--- src/rtl/piso_serializer_if.sv ---
// piso_serializer_if: load handshake and serial-output bundle for piso_serializer
//   par_in/load_valid   : word offered by the producer
//   load_ready          : serializer accepts a word this cycle
//   data_out/bit_valid  : serial stream, MSB first
//   frame_done          : pulse on the last bit of each frame
//   busy                : serializer not idle
`timescale 1ns/1ps
interface piso_serializer_if #(parameter int WIDTH = 8);
  logic [WIDTH-1:0] par_in;
  logic load_valid;
  logic load_ready;
  logic data_out;
  logic bit_valid;
  logic frame_done;
  logic busy;
  modport master (output par_in, load_valid, input load_ready, data_out, bit_valid, frame_done, busy);
  modport slave (input par_in, load_valid, output load_ready, data_out, bit_valid, frame_done, busy);
endinterface

--- src/rtl/piso_serializer.sv ---
// piso_serializer: MSB-first parallel-to-serial converter with back-to-back load handshake
//   clk  : clock, rising edge
//   rstn : asynchronous active-low reset
//   bus  : piso_serializer_if slave (par_in, load_valid, load_ready, data_out,
//          bit_valid, frame_done, busy)
//   Define PISO_PARITY_EN to append an even-parity bit after the LSB of each frame.
`timescale 1ns/1ps
module piso_serializer #(
  parameter int WIDTH = 8
) (
  input logic clk,
  input logic rstn,
  piso_serializer_if.slave bus
);
  localparam int CW = $clog2(WIDTH);
  localparam logic [CW-1:0] CMAX = CW'(WIDTH - 1);
`ifdef PISO_PARITY_EN
  typedef enum logic [1:0] {IDLE, SHIFT, PARITY} state_t;
  logic par;
`else
  typedef enum logic [1:0] {IDLE, SHIFT} state_t;
`endif
  state_t state, nstate;
  logic [WIDTH-1:0] sreg;
  logic [CW-1:0] cnt;
  logic last, load;
  always_ff @(posedge clk or negedge rstn)
    if (!rstn) state <= IDLE;
    else state <= nstate;
  // Outputs are decoded from registered state only, so reset forces them at once.
  always_comb begin
`ifdef PISO_PARITY_EN
    last = state == PARITY;
`else
    last = state == SHIFT && cnt == '0;
`endif
    bus.load_ready = state == IDLE || last;
    load = bus.load_valid && bus.load_ready;
    bus.bit_valid = state != IDLE;
    bus.busy = state != IDLE;
    bus.frame_done = last;
`ifdef PISO_PARITY_EN
    nstate = load ? SHIFT : state == SHIFT && cnt == '0 ? PARITY : state == SHIFT ? SHIFT : IDLE;
    bus.data_out = state == PARITY ? par : bus.bit_valid & sreg[WIDTH-1];
`else
    nstate = load ? SHIFT : state == SHIFT && cnt != '0 ? SHIFT : IDLE;
    bus.data_out = bus.bit_valid & sreg[WIDTH-1];
`endif
  end
  // Counter holds at zero on the last bit; only a new load reloads it.
  always_ff @(posedge clk or negedge rstn)
    if (!rstn) begin
      sreg <= '0;
      cnt <= '0;
`ifdef PISO_PARITY_EN
      par <= 1'b0;
`endif
    end else if (load) begin
      sreg <= bus.par_in;
      cnt <= CMAX;
`ifdef PISO_PARITY_EN
      par <= ^bus.par_in;
`endif
    end else if (state == SHIFT && cnt != '0) begin
      sreg <= sreg << 1;
      cnt <= cnt - CW'(1);
    end
endmodule

--- src/flat_wrapper.sv ---
// flat-port wrapper written by rule: the top's interface ports become plain ports
module piso_serializer_flat 
#(
  parameter int WIDTH = 8
)
  (clk, rstn, bus_par_in, bus_load_valid, bus_load_ready, bus_data_out, bus_bit_valid, bus_frame_done, bus_busy);
  piso_serializer_if #(.WIDTH(WIDTH)) bus_i ();
  input logic clk;
  input logic rstn;
  input wire logic [$bits(bus_i.par_in)-1:0] bus_par_in;
  input wire logic [$bits(bus_i.load_valid)-1:0] bus_load_valid;
  output wire logic [$bits(bus_i.load_ready)-1:0] bus_load_ready;
  output wire logic [$bits(bus_i.data_out)-1:0] bus_data_out;
  output wire logic [$bits(bus_i.bit_valid)-1:0] bus_bit_valid;
  output wire logic [$bits(bus_i.frame_done)-1:0] bus_frame_done;
  output wire logic [$bits(bus_i.busy)-1:0] bus_busy;
  assign bus_i.par_in = bus_par_in;
  assign bus_i.load_valid = bus_load_valid;
  assign bus_load_ready = bus_i.load_ready;
  assign bus_data_out = bus_i.data_out;
  assign bus_bit_valid = bus_i.bit_valid;
  assign bus_frame_done = bus_i.frame_done;
  assign bus_busy = bus_i.busy;
  piso_serializer #(.WIDTH(WIDTH)) u_core (.clk(clk), .rstn(rstn), .bus(bus_i));
endmodule
--- config.mk ---
export PLATFORM = sky130hd
export DESIGN_NAME = piso_serializer_flat
export DESIGN_NICKNAME = d
export VERILOG_FILES = /design/src/rtl/piso_serializer_if.sv /design/src/rtl/piso_serializer.sv /design/src/flat_wrapper.sv
export SDC_FILE = /design/constraint.sdc
export NUM_CORES = 1
export LEC_CHECK = 0
export ABC_AREA = 1
export CAP_MARGIN = 20
export CORE_AREA = 2 2 39 41
export DETAILED_ROUTE_END_ITERATION = 8
export DIE_AREA = 0 0 41 43
export DONT_BUFFER_PORTS = 1
export GPL_TIMING_DRIVEN = 0
export SYNTH_ARGS = -nofsm -noshare
export SYNTH_HDL_FRONTEND = slang
export SYNTH_SLANG_ARGS = --single-unit
--- constraint.sdc ---
create_clock -name clk -period 1.3 [get_ports clk]
set_input_delay 0.13 -clock clk [delete_from_list [all_inputs] [get_ports clk]]
set_output_delay 0.13 -clock clk [all_outputs]
set_load 0.02 [all_outputs]
# ---- Word level (Yosys, flattened, before mapping)
# Cells that the tools add are included.
dict set report op_classes {
  add_sub_neg 1
  n_eq_ne 1
  mux 6
  bitwise_logic 1
  n_reduce_logical 9
}
# op count
set ops {}
lappend ops {{8-bit 2-to-1 mux} 2}
lappend ops {{3-bit 2-to-1 mux} 2}
lappend ops {{2-bit nonzero test} 2}
lappend ops {{1-bit logical AND} 3}
lappend ops {{3-bit logical NOT} 1}
lappend ops {{3-bit nonzero test} 1}
lappend ops {{3-bit by 1-bit subtractor with 3-bit output (second input constant)} 1}
lappend ops {{2-bit by 1-bit equality test with 1-bit output (second input constant)} 1}
lappend ops {{2-bit logical NOT} 1}
lappend ops {{2-bit 2-to-1 mux} 1}
lappend ops {{1-bit AND} 1}
lappend ops {{1-bit logical OR} 1}
lappend ops {{1-bit 2-to-1 mux} 1}
dict set report totals {
  ff_bits 13
  inputBits 11
  output_inout_bits 5
  wordCells 21
}

# ---- Logic depth before layout (Yosys ltp)
dict set report logic_depth {
  word_depth 5
  depth_mapped 9
  ltp_nobuf 8
}

# ---- Least setup slack after synthesis
# Ideal clock, no wire load.
dict set report synth_path {
  path_kind {register to register}
  start {reg u_core.cnt[0]}
  end {reg u_core.sreg[2]}
  setup_time_ps 124
  arrival_time_ps 1178
  required_time_ps 1176
  slack_ps -2
  stages_incl_launch_ff 9
  path_buffers 1
  synth_period_minus_slack_ps 1302
  path_cell_list {dfrtp_1 > inv_1 > ha_1 > ha_1 > inv_2 > nand2_2 > buf_6 > nand3_1 > nand3_1}
}
dict set report synth_via {
  elab_chain_cells 5
  elab_cells_between_ends 8
  classes_between {mux (1); reduce/logical (7)}
}
# element line_no
set synth_lines {}
lappend synth_lines {{from (decl)} piso_serializer.sv:25} ;# logic [CW-1:0] cnt;
lappend synth_lines {{from (signal assigned)} piso_serializer.sv:66} ;# cnt <= cnt - CW'(1);
lappend synth_lines {{3-bit logical NOT *} piso_serializer.sv:35} ;# last = state == SHIFT && cnt == '0;
lappend synth_lines {{1-bit logical AND *} piso_serializer.sv:35}
lappend synth_lines {{1-bit logical OR *} piso_serializer.sv:37} ;# bus.load_ready = state == IDLE || last;
lappend synth_lines {{net bus_load_ready} flat_wrapper.sv:12} ;# output wire logic [$bits(bus_i.load_ready)-1:0] bus_load_ready;
lappend synth_lines {{1-bit logical AND *} piso_serializer.sv:38} ;# load = bus.load_valid && bus.load_ready;
lappend synth_lines {{8-bit 2-to-1 mux / 2-bit nonzero test (equally long branches)} n/a}
lappend synth_lines {{to (signal assigned)} piso_serializer.sv:59} ;# sreg <= bus.par_in;
lappend synth_lines {{to (signal assigned)} piso_serializer.sv:65} ;# sreg <= sreg << 1;
lappend synth_lines {{to (decl)} piso_serializer.sv:24} ;# logic [WIDTH-1:0] sreg;
# Mark *: on every way through the listed nets, which the timed path passes. The rest lies on a longest branch.
# A chain may end at the register's enable or synchronous reset.

# ---- Final worst setup path
dict set report layout_path {
  start {reg u_core.cnt[0]}
  end {out bus_load_ready}
}
dict set report layout_via {
  elab_chain_cells 3
}
# element line_no
set layout_lines {}
lappend layout_lines {{3-bit logical NOT} piso_serializer.sv:35}
lappend layout_lines {{1-bit logical AND} piso_serializer.sv:35}
lappend layout_lines {{1-bit logical OR} piso_serializer.sv:37}
lappend layout_lines {{to (decl)} flat_wrapper.sv:12}
# No other way between the ends.

==> out/metrics.cfg <==
[grt]
grt_usage_pct=20.4
grt_most_used_layer=met2
grt_pass1_wl_mm=2.35
grtUsageMet2_pct=30.0
grt_util_met3_pct=4.71
grt_start_max_net_pins=13
grtUsageMet1_pct=26.2
grt_overflow=0
antenna_found_initial=0
first_global_vias=532

[timing]
worst_slack_ns=-0.153
setup-violations-final=13
period_share_pct=112
finalSetupTns_ns=-1.22
fmax_mhz=688
finalClockSkew_ns=0.0104
rsz0062_at_grt=true
period_minus_slack_ns=1.45
finalHoldViolations=0
max_slew_margin_pct=62.3
timing.final.max_slew_violations=0
worst_pin_slew_ns=0.564

[cts]
clock_latency_ns=0.29
cts_buffers=3
tritoncts=yes
root_buffer=clkbuf_4
clock_sinks=12
cts_buffer_depth=2
clk_pin_slew_ns=0.09
cts_max_level=1

[power_and_ir_drop]
internal_power_mw=1.27
p_per_area_mw_per_mm2=2380
p_sw_share_pct=38.9
clkPwrFrac_pct=15.0
switchingPower_mw=0.812
combPwrFrac_pct=55.3
seq_power_share_pct=29.7
power_leakage_nw=0.447
power_mw=2.09
ir_worst_vdd_mv=1.17

[place]
gp_congestion=0.671
portBuffers=0
post-dp-hpwl_um=793
pre_cts_slack_ns=-0.0530

[finish]
drive_above_1_share_pct=31.9
fillCellCount=131
final_util_pct=63.5
diodes=0
area_growth_pct=41.2
nets=105

[routing]
routed_wl_mm=1.54
drt_pass1_iterations=4
drt_iter0_markers=12
antenna_left=0
drt_drc_violations_left=0
vias_per_cell=5.37
routedWlPerCell_um=14.4
vias=575

[floorplanning]
die_x_um=41
core-area_mm2=0.00138
fp-row-count=14
die_h_um=43
start_util_pct=44.9
io_pins=16
die_area_mm2=0.00176

[min_path]
holdCritStartpoint=bus_par_in[4]
min_to=u_core.sreg[4]$_DFFE_PN0P_
hold_depth=2
min_path_type=in -> reg

[logic_synthesis]
yosys.area.top_type=dfrtp_1
synth_area_um2=622
ys_seq_area_share_pct=48.3
synthTopCellsByArea=dfrtp_1, nand3_1, nand2_1
ys_warn_count=0
ys_seq_elements=12
syn_inst=74
synth.avg_cell_area_um2=8.40
synth_nets=87
yosysTopAreaCellShare_pct=48.3
synth_cell_types=10

[critical_path]
path_cells=inv_2 > ha_4 > ha_4 > inv_2 > nand2_4 > buf_8
rrSetupSlack_ns=-0.13
timing.rr.end=u_core.sreg[6]$_DFFE_PN0P_
rr_startpoint=u_core.cnt[0]$_DFFE_PN0P_
ff2ff_path_depth=9
crit_arrival_ns=1.32
end_kind=primary output
critPathMaxFanout=5
cp.required_ns=1.17
slowest_stage=dfrtp_1
start_kind=register
critPathMaxStageDelay_ns=0.38
crit_type=reg -> out

[status]
status=finished, violations left
violations=setup timing

[run]
cap_violations=0

area by class of cell:
class | count | area, um^2 | share of cell area [%]
clock buffer | 4 | 36.3 | 4.13
timing repair buffer | 12 | 140 | 16.0
multi-input combinational | 48 | 287 | 32.6
buffer | 5 | 56.3 | 6.41
sequential | 12 | 302 | 34.3
tap | 16 | 20.0 | 2.28
inverter | 10 | 37.5 | 4.27
power groups by stage:
stage / Clock, mW / Sequential (mW) / Combinational [mW]
finish: 0.313 / 0.621 / 1.15
global route: 0.335 / 0.640 / 1.28
CTS: 0.312 / 0.609 / 0.932
detailed placement: 0 / 0.613 / 0.690
global placement: 0 / 0.610 / 0.679
floorplan: 0 / 0.596 / 0.582
repair_timing:
action / CTS / global route
setup buffers: 1 / 4
hold buffers: 3 / 2
cloned: 2 / 1
gates resized for setup: 6 / 8
pin swaps: 3 / 0
endpoints found under the hold margin: 14 / 2
setup endpoints to repair: 13 / 14
registers in the layout, indices dropped and copies added, names as in the netlist:
name / count
u_core.sreg: 8
u_core.cnt: 3
u_core.state: 1
Yosys cell counts, drive strengths merged:
cell / instances
nand2: 19
buf: 5
nor2: 1
nand3: 25
inv: 10
ha: 2
dfrtp: 12
through the flow:
| stage | hold WS (ns) | area [um^2] | std cells |
|---|---|---|---|
| floorplan | -0.166 | 624 | 74 |
| global placement | -0.165 | 644 | 90 |
| detailed placement | -0.165 | 644 | 90 |
| CTS | 0.00437 | 783 | 100 |
| global route | 0.0165 | 878 | 107 |
| finish | 0.00908 | 878 | 107 |
worst max-delay path, delay by kind of cell, from the launching register on:
kind	cells	cell delay (ns)
fa+ha+maj	2	0.32
buf+inv	3	0.27
flops	1	0.38
simple gates	1	0.07
per-layer routing:
metal	up-vias	wire length [um]
li1	271	-
met1	278	657
met2	21	760
met3	5	77
met4	0	40
met5	-	0
cells by family after synthesis:
family	Yosys count	share of synthesized area, %
AND/OR/NAND/NOR	45	33.8
adder cells (fa/ha/maj)	2	4.02
flip-flops	12	48.3
buffers and inverters	15	13.9
placed cells by master (no fill, tap or decap), drive strengths merged:
master / instances
dlygate4sd3: 5
buf: 11
nand3: 25
dfrtp: 12
nand2: 19
inv: 10
ha: 2
nor2: 2
clkbuf: 5
worst max path at each step:
stage                                      endpoint                 startpoint
after floorplan           u_core.cnt[1]$_DFFE_PN0P_  u_core.cnt[0]$_DFFE_PN0P_
after global placement    u_core.cnt[2]$_DFFE_PN0P_  u_core.cnt[0]$_DFFE_PN0P_
after detailed placement  u_core.cnt[2]$_DFFE_PN0P_  u_core.cnt[0]$_DFFE_PN0P_
after CTS                            bus_load_ready  u_core.cnt[0]$_DFFE_PN0P_
after global routing                 bus_load_ready  u_core.cnt[0]$_DFFE_PN0P_
final                                bus_load_ready  u_core.cnt[0]$_DFFE_PN0P_
Power figures use the tool's default switching activity.
